$ cat config.mk
export PLATFORM = sky130hd
export DESIGN_NAME = mod_symbol_sched_flat
export DESIGN_NICKNAME = d
export VERILOG_FILES = /design/src/rtl/mod_symbol_sched_if.sv /design/src/rtl/mod_symbol_sched.sv /design/src/flat_wrapper.sv
export SDC_FILE = /design/constraint.sdc
export NUM_CORES = 1
export LEC_CHECK = 0
export ABC_AREA = 1
export CAP_MARGIN = 0
export CORE_ASPECT_RATIO = 0.8
export CORE_MARGIN = 2
export CORE_UTILIZATION = 44
export CTS_BUF_LIST = sky130_fd_sc_hd__clkbuf_4 sky130_fd_sc_hd__clkbuf_8
export DETAILED_ROUTE_END_ITERATION = 6
export GPL_TIMING_DRIVEN = 0
export PLACE_DENSITY = 0.88
export SLEW_MARGIN = 10
export SYNTH_ARGS = -nofsm -noshare
export SYNTH_HDL_FRONTEND = slang
export SYNTH_SLANG_ARGS = --single-unit
$ cat constraint.sdc
create_clock -name CLK -period 1.5 [get_ports CLK]
set_input_delay 0.3 -clock CLK [delete_from_list [all_inputs] [get_ports CLK]]
set_output_delay 0.3 -clock CLK [all_outputs]
set_load 0.03 [all_outputs]
$ cat src/rtl/mod_symbol_sched_if.sv
// Handshake and status bundle between the bit FIFO, the symbol scheduler and the sample datapath.
// master drives the FIFO/control side, slave is the scheduler.
interface mod_symbol_sched_if #(
    parameter int unsigned IDX_W = 4,
    parameter int unsigned CNT_W = 8
);
    logic             enable;
    logic [1:0]       mod_sel;
    logic             clr_err;
    logic             bEmpty;
    logic             send_in;
    logic [15:0]      data_pt;
    logic             rEN;
    logic             sym_bit;
    logic [1:0]       sym_mod;
    logic             sample_en;
    logic [IDX_W-1:0] sample_idx;
    logic             sym_start;
    logic             busy;
    logic [CNT_W-1:0] sym_count;
    logic             underrun;
    logic             timeout_err;

    modport master (
        output enable, mod_sel, clr_err, bEmpty, send_in, data_pt,
        input  rEN, sym_bit, sym_mod, sample_en, sample_idx, sym_start, busy, sym_count,
               underrun, timeout_err
    );

    modport slave (
        input  enable, mod_sel, clr_err, bEmpty, send_in, data_pt,
        output rEN, sym_bit, sym_mod, sample_en, sample_idx, sym_start, busy, sym_count,
               underrun, timeout_err
    );
endinterface

$ cat src/rtl/mod_symbol_sched.sv
// Symbol scheduler: fetches one bit per symbol from the FIFO, then emits a fixed run of
// sample enables for the modulator, flagging stream gaps and unanswered FIFO requests.
module mod_symbol_sched #(
    parameter int unsigned SAMPLES_PER_SYM = 16,
    parameter int unsigned IDX_W           = 4,
    parameter int unsigned CNT_W           = 8,
    parameter int unsigned TIMEOUT         = 15
) (
    input logic             CLK,
    input logic             RESET,
    mod_symbol_sched_if.slave bus
);
    localparam int unsigned WAIT_W = $clog2(TIMEOUT + 1);

    typedef enum logic [1:0] {StIdle, StReq, StEmit} state_t;

    state_t           stateQ, stateD;
    logic [IDX_W-1:0] idxQ, idxD;
    logic [WAIT_W-1:0] waitQ, waitD;
    logic             rEnQ, rEnD;
    logic             symBitQ, symBitD;
    logic [1:0]       symModQ, symModD;
    logic [CNT_W-1:0] symCountQ, symCountD;
    logic             underrunQ, underrunD;
    logic             timeoutQ, timeoutD;
    logic             underrunSet, timeoutSet;
    logic             lastSample;
    logic             unusedData;

    assign lastSample = (idxQ == IDX_W'(SAMPLES_PER_SYM - 1));
    assign unusedData = ^bus.data_pt[15:1];

    always_comb begin
        stateD      = stateQ;
        idxD        = idxQ;
        waitD       = waitQ;
        symBitD     = symBitQ;
        symModD     = symModQ;
        symCountD   = symCountQ;
        underrunSet = 1'b0;
        timeoutSet  = 1'b0;
        unique case (stateQ)
            StIdle: begin
                waitD = '0;
                if (bus.enable && !bus.bEmpty) stateD = StReq;
            end
            StReq: begin
                if (bus.send_in) begin
                    stateD    = StEmit;
                    symBitD   = bus.data_pt[0];
                    symModD   = (bus.mod_sel == 2'b11) ? 2'b00 : bus.mod_sel;
                    symCountD = symCountQ + CNT_W'(1);
                    idxD      = '0;
                    waitD     = '0;
                end else if (waitQ == WAIT_W'(TIMEOUT - 1)) begin
                    stateD     = StIdle;
                    timeoutSet = 1'b1;
                    waitD      = '0;
                end else begin
                    waitD = waitQ + WAIT_W'(1);
                end
            end
            StEmit: begin
                if (lastSample) begin
                    idxD        = '0;
                    stateD      = (bus.enable && !bus.bEmpty) ? StReq : StIdle;
                    underrunSet = bus.enable && bus.bEmpty;
                end else begin
                    idxD = idxQ + IDX_W'(1);
                end
            end
            default: stateD = StIdle;
        endcase
        // Request rises one cycle after REQ entry and drops on the edge that leaves REQ.
        rEnD      = (stateQ == StReq) && (stateD == StReq);
        underrunD = underrunSet ? 1'b1 : (bus.clr_err ? 1'b0 : underrunQ);
        timeoutD  = timeoutSet ? 1'b1 : (bus.clr_err ? 1'b0 : timeoutQ);
    end

    always_ff @(posedge CLK) begin
        if (!RESET) begin
            stateQ    <= StIdle;
            idxQ      <= '0;
            waitQ     <= '0;
            rEnQ      <= 1'b0;
            symBitQ   <= 1'b0;
            symModQ   <= 2'b00;
            symCountQ <= '0;
            underrunQ <= 1'b0;
            timeoutQ  <= 1'b0;
        end else begin
            stateQ    <= stateD;
            idxQ      <= idxD;
            waitQ     <= waitD;
            rEnQ      <= rEnD;
            symBitQ   <= symBitD;
            symModQ   <= symModD;
            symCountQ <= symCountD;
            underrunQ <= underrunD;
            timeoutQ  <= timeoutD;
        end
    end

    assign bus.rEN         = rEnQ;
    assign bus.sym_bit     = symBitQ;
    assign bus.sym_mod     = symModQ;
    assign bus.sample_en   = (stateQ == StEmit);
    assign bus.sample_idx  = idxQ;
    assign bus.sym_start   = (stateQ == StEmit) && (idxQ == '0);
    assign bus.busy        = (stateQ != StIdle);
    assign bus.sym_count   = symCountQ;
    assign bus.underrun    = underrunQ;
    assign bus.timeout_err = timeoutQ;
endmodule

$ cat src/flat_wrapper.sv
// flat-port wrapper written by rule: the top's interface ports become plain ports
module mod_symbol_sched_flat 
#(
    parameter int unsigned SAMPLES_PER_SYM = 16,
    parameter int unsigned IDX_W           = 4,
    parameter int unsigned CNT_W           = 8,
    parameter int unsigned TIMEOUT         = 15
)
  (CLK, RESET, bus_enable, bus_mod_sel, bus_clr_err, bus_bEmpty, bus_send_in, bus_data_pt, bus_rEN, bus_sym_bit, bus_sym_mod, bus_sample_en, bus_sample_idx, bus_sym_start, bus_busy, bus_sym_count, bus_underrun, bus_timeout_err);
  mod_symbol_sched_if #(.IDX_W(IDX_W), .CNT_W(CNT_W)) bus_i ();
  input logic CLK;
  input logic RESET;
  input wire logic [$bits(bus_i.enable)-1:0] bus_enable;
  input wire logic [$bits(bus_i.mod_sel)-1:0] bus_mod_sel;
  input wire logic [$bits(bus_i.clr_err)-1:0] bus_clr_err;
  input wire logic [$bits(bus_i.bEmpty)-1:0] bus_bEmpty;
  input wire logic [$bits(bus_i.send_in)-1:0] bus_send_in;
  input wire logic [$bits(bus_i.data_pt)-1:0] bus_data_pt;
  output wire logic [$bits(bus_i.rEN)-1:0] bus_rEN;
  output wire logic [$bits(bus_i.sym_bit)-1:0] bus_sym_bit;
  output wire logic [$bits(bus_i.sym_mod)-1:0] bus_sym_mod;
  output wire logic [$bits(bus_i.sample_en)-1:0] bus_sample_en;
  output wire logic [$bits(bus_i.sample_idx)-1:0] bus_sample_idx;
  output wire logic [$bits(bus_i.sym_start)-1:0] bus_sym_start;
  output wire logic [$bits(bus_i.busy)-1:0] bus_busy;
  output wire logic [$bits(bus_i.sym_count)-1:0] bus_sym_count;
  output wire logic [$bits(bus_i.underrun)-1:0] bus_underrun;
  output wire logic [$bits(bus_i.timeout_err)-1:0] bus_timeout_err;
  assign bus_i.enable = bus_enable;
  assign bus_i.mod_sel = bus_mod_sel;
  assign bus_i.clr_err = bus_clr_err;
  assign bus_i.bEmpty = bus_bEmpty;
  assign bus_i.send_in = bus_send_in;
  assign bus_i.data_pt = bus_data_pt;
  assign bus_rEN = bus_i.rEN;
  assign bus_sym_bit = bus_i.sym_bit;
  assign bus_sym_mod = bus_i.sym_mod;
  assign bus_sample_en = bus_i.sample_en;
  assign bus_sample_idx = bus_i.sample_idx;
  assign bus_sym_start = bus_i.sym_start;
  assign bus_busy = bus_i.busy;
  assign bus_sym_count = bus_i.sym_count;
  assign bus_underrun = bus_i.underrun;
  assign bus_timeout_err = bus_i.timeout_err;
  mod_symbol_sched #(.SAMPLES_PER_SYM(SAMPLES_PER_SYM), .IDX_W(IDX_W), .CNT_W(CNT_W), .TIMEOUT(TIMEOUT)) u_core (.CLK(CLK), .RESET(RESET), .bus(bus_i));
endmodule
==> results.md <==
- Outcome: finished with violations
- Failing checks: negative setup slack
- GRT Residual Overflow: 0
- Worst endpoint required time: 1.20 ns
- Largest family of logic cells by synthesized area: simple AND/OR/NAND/NOR gates
- Worst hold margin: 0.361 ns
- Latest clock arrival within the worst-skew pair: 0.32 ns
- Die width: roughly 60 microns
- Crit path time final: 1.51 ns
- Multi-input gate area: 577 sq um
- M1 GR Usage: 0.222
- Crit. End Element: output port
- Drt first pass iters: 4
- TritonCTS buffer count: 3
- Seq/Total Area, Yosys: 0.430
- RSZ-0062 raised after global routing: true
- Multiplexer share of the synthesized area: 0
- Worst Max-Slew Pin Slew: around 0.47 ns
- # H-tree levels: 1
- Critical path type: reg2out
- Post-Syn Area: 0.00112 sq mm
- Seq cells post-synth: 24
- Clock sinks: 24
- Vias/cell: around 5.0
- Reg clk slew, reported paths: 0.13 ns
- Top Ports: 45
- Avg Cell Area, Syn: 7.46 sq um
- Placed cell count: 214
- DP Worst Slack: -0.246 ns
- Mapped Nets: 179
- Final ANT Viol Nets: 0
- Slowest stage delay, CP: between 0.3 and 0.4 ns
- Peak Freq: roughly 0.66 GHz
- Worst Skew: 0.0117 ns
- Hold crit path type: in2reg
- Gr busiest metal: met2
- Post-DR wirelength/cell: ~11 microns
- Placer Congestion: between 0.7 and 0.8
- Fill cell count: between 200 and 250
- Leakage: 0.719 nW
- YS warnings: 0
- Worst setup SP type: register
- Antenna Cells: 0
- Worst vdd ir: 0.000480 V
- Total Nets Final: ~220
- Endpoints failing hold: 0
- CTS tree: done
- Syn Inst Count: 150
- Pin count of the biggest net entering global routing: 14
- Met3 Use GR: 0.0663
- Count of unique library cells instantiated by Yosys: 22
- # DRC: 0
- Routing usage on met2: 0.293
- Synthesis-to-layout area growth: 34.9%
- DR vias: 1,096
- Root buffer cell: clkbuf_4
- Layout cell share with drive strength beyond 1: 0.178
- PwrDens: roughly 740 mW/mm^2
- Global-route wire length before repair: roughly 4100 microns
- Synth Area in Compound Gates: 0.116
- Worst path cell trace: inv_4 -> ha_4 -> nand2_2 -> nor3_2 -> buf_4
- Data arrival, critical path: between 1 and 1.5 ns
- Site Rows: 16
- Die Ht: 49.1 microns
- Detailed Place HPWL: 1850 microns
- Worst Hold Path Cells: 3
- CP max-delay cell: dfxtp_4
- Starting DRC count in detailed routing: 30
- XOR/XNOR Fraction of Synth Area: 0.0235
- Register area: 494 sq um
- Worst Path Max Fanout: 4
- PortBufs: 28
- Fin worst setup slack: -0.0147 ns
- Area of the core: 0.00242 sq mm
- Initial core utilization: 0.462
- Worst slew margin: 0.688
- Clk buf depth: 2
- MaxCap Viol Count: 0
- Setup slack, reg-to-reg: 0.10 ns
- Simple-gate portion of the synthesized area: 0.298
- GRT Util Overall: 0.182
- Die area: between 0.002 and 0.003 sq mm
- Layout Cells excl Fill: ~220
- Initial antenna violation count: 0
- Max Slew Vio Count: 0
- Adder-cell share of the synthesized area: 0.0559
- Final-report setup violation count: 1
- Period utilization: 1.01
- Detailed Route WL: 2520 microns
- Worst reg-to-reg path cell count: 6
- Vias in the first global route: 990
==> area by class of cell <==
cell class | instances | share of cell area
inverters | 21 | 0.0539
multi-input cells | 103 | 0.382
well taps | 36 | 0.0299
clock buffers | 4 | 0.0240
plain buffers | 2 | 0.00498
flip-flops and latches | 24 | 0.328
repair buffers | 31 | 0.177
==> layer usage <==
layer	vias up	wire [microns]
met5	-	0
met4	0	9
met3	2	168
met2	33	1210
met1	501	1140
li1	560	-
==> critical path, delay by kind of cell, from the launching register on <==
| family | cells | cell delay [ns] |
|---|---|---|
| flops | 1 | 0.38 |
| simple gates | 2 | 0.18 |
| buf+inv | 2 | 0.23 |
| fa+ha+maj | 1 | 0.12 |
==> repair_timing <==
action / in CTS / in global routing
setup endpoints to repair: 21 / 8
gates resized for setup: 41 / 17
setup buffers: 1 / 2
pin swaps: 0 / 3
hold buffers: 0 / 0
==> cell usage after synthesis, drive strengths merged <==
cell type,instances,area [sq um]
nand4,6,37.5
inv,21,78.8
a21oi,18,90.1
or2,1,6.26
o21a,2,15.0
clkbuf,2,7.51
nor3,2,15.0
nor2,15,66.3
o21ai,3,15.0
dfxtp,24,480
xor2,3,26.3
ha,5,62.6
nand3,12,72.6
nand3b,1,7.51
nand2,34,128
o211a,1,10.0
==> cells by family (layout without fill, tap and decap cells) <==
logic type      Yosys count  in the layout
simple gates             71             71
flops                    24             24
buf+inv                  23             58
fa+ha+maj                 5              5
compound gates           24             24
xor+xnor                  3              3
==> state kept, by name (all words and copies together), names as in the netlist <==
signal,flops
u_core.waitQ,4
u_core.stateQ,2
u_core.bus.sample_idx,4
u_core.bus.underrun,1
u_core.bus.sym_bit,1
u_core.bus.timeout_err,1
u_core.bus.sym_count,8
u_core.bus.rEN,1
u_core.bus.sym_mod,2
==> cell usage in the layout, fill, tap and decap left out, drive strengths merged <==
| cell type | n |
|---|---|
| nand2 | 34 |
| xor2 | 3 |
| ha | 5 |
| o21a | 2 |
| clkdlybuf4s50 | 7 |
| clkdlybuf4s15 | 3 |
| nand4 | 6 |
| o21ai | 3 |
| a21oi | 18 |
| buf | 6 |
| or2 | 1 |
| o211a | 1 |
| inv | 21 |
| nor3 | 2 |
| nand3b | 1 |
| nand3 | 12 |
| dfxtp | 24 |
| nor2 | 15 |
| clkbuf | 8 |
| dlygate4sd2 | 13 |
==> final timing paths <==
| kind | from | to |
|---|---|---|
| worst max-delay path | u_core.bus.sample_idx[1]$_SDFFE_PN0P_ | bus_sym_start |
| worst min-delay path | RESET | u_core.bus.sym_count[4]$_SDFFE_PN0P_ |
| worst max register to register | u_core.bus.sample_idx[0]$_SDFFE_PN0P_ | u_core.bus.sample_idx[2]$_SDFFE_PN0P_ |
| worst min register to register | u_core.bus.underrun$_SDFFE_PN0P_ | u_core.bus.underrun$_SDFFE_PN0P_ |
==> report_power, final <==
part	internal, mW	switching (mW)	leakage [nW]
Combinational	0.0487	0.0737	0.501
Sequential	0.644	0.0124	0.197
Clock	0.148	0.189	0.0210
==> metrics by stage <==
step | util | instance area (sq um) | setup TNS [ns] | power (mW)
global placement | 0.598 | 1450 | -0.834 | 0.790
global route | 0.623 | 1510 | -0.0830 | 1.16
floorplan | - | 1120 | 0 | 0.740
CTS | 0.611 | 1480 | -0.0309 | 1.12
finish | 0.623 | 1510 | -0.0147 | 1.12
detailed placement | 0.598 | 1450 | -1.11 | 0.795
Power figures use the tool's default switching activity.
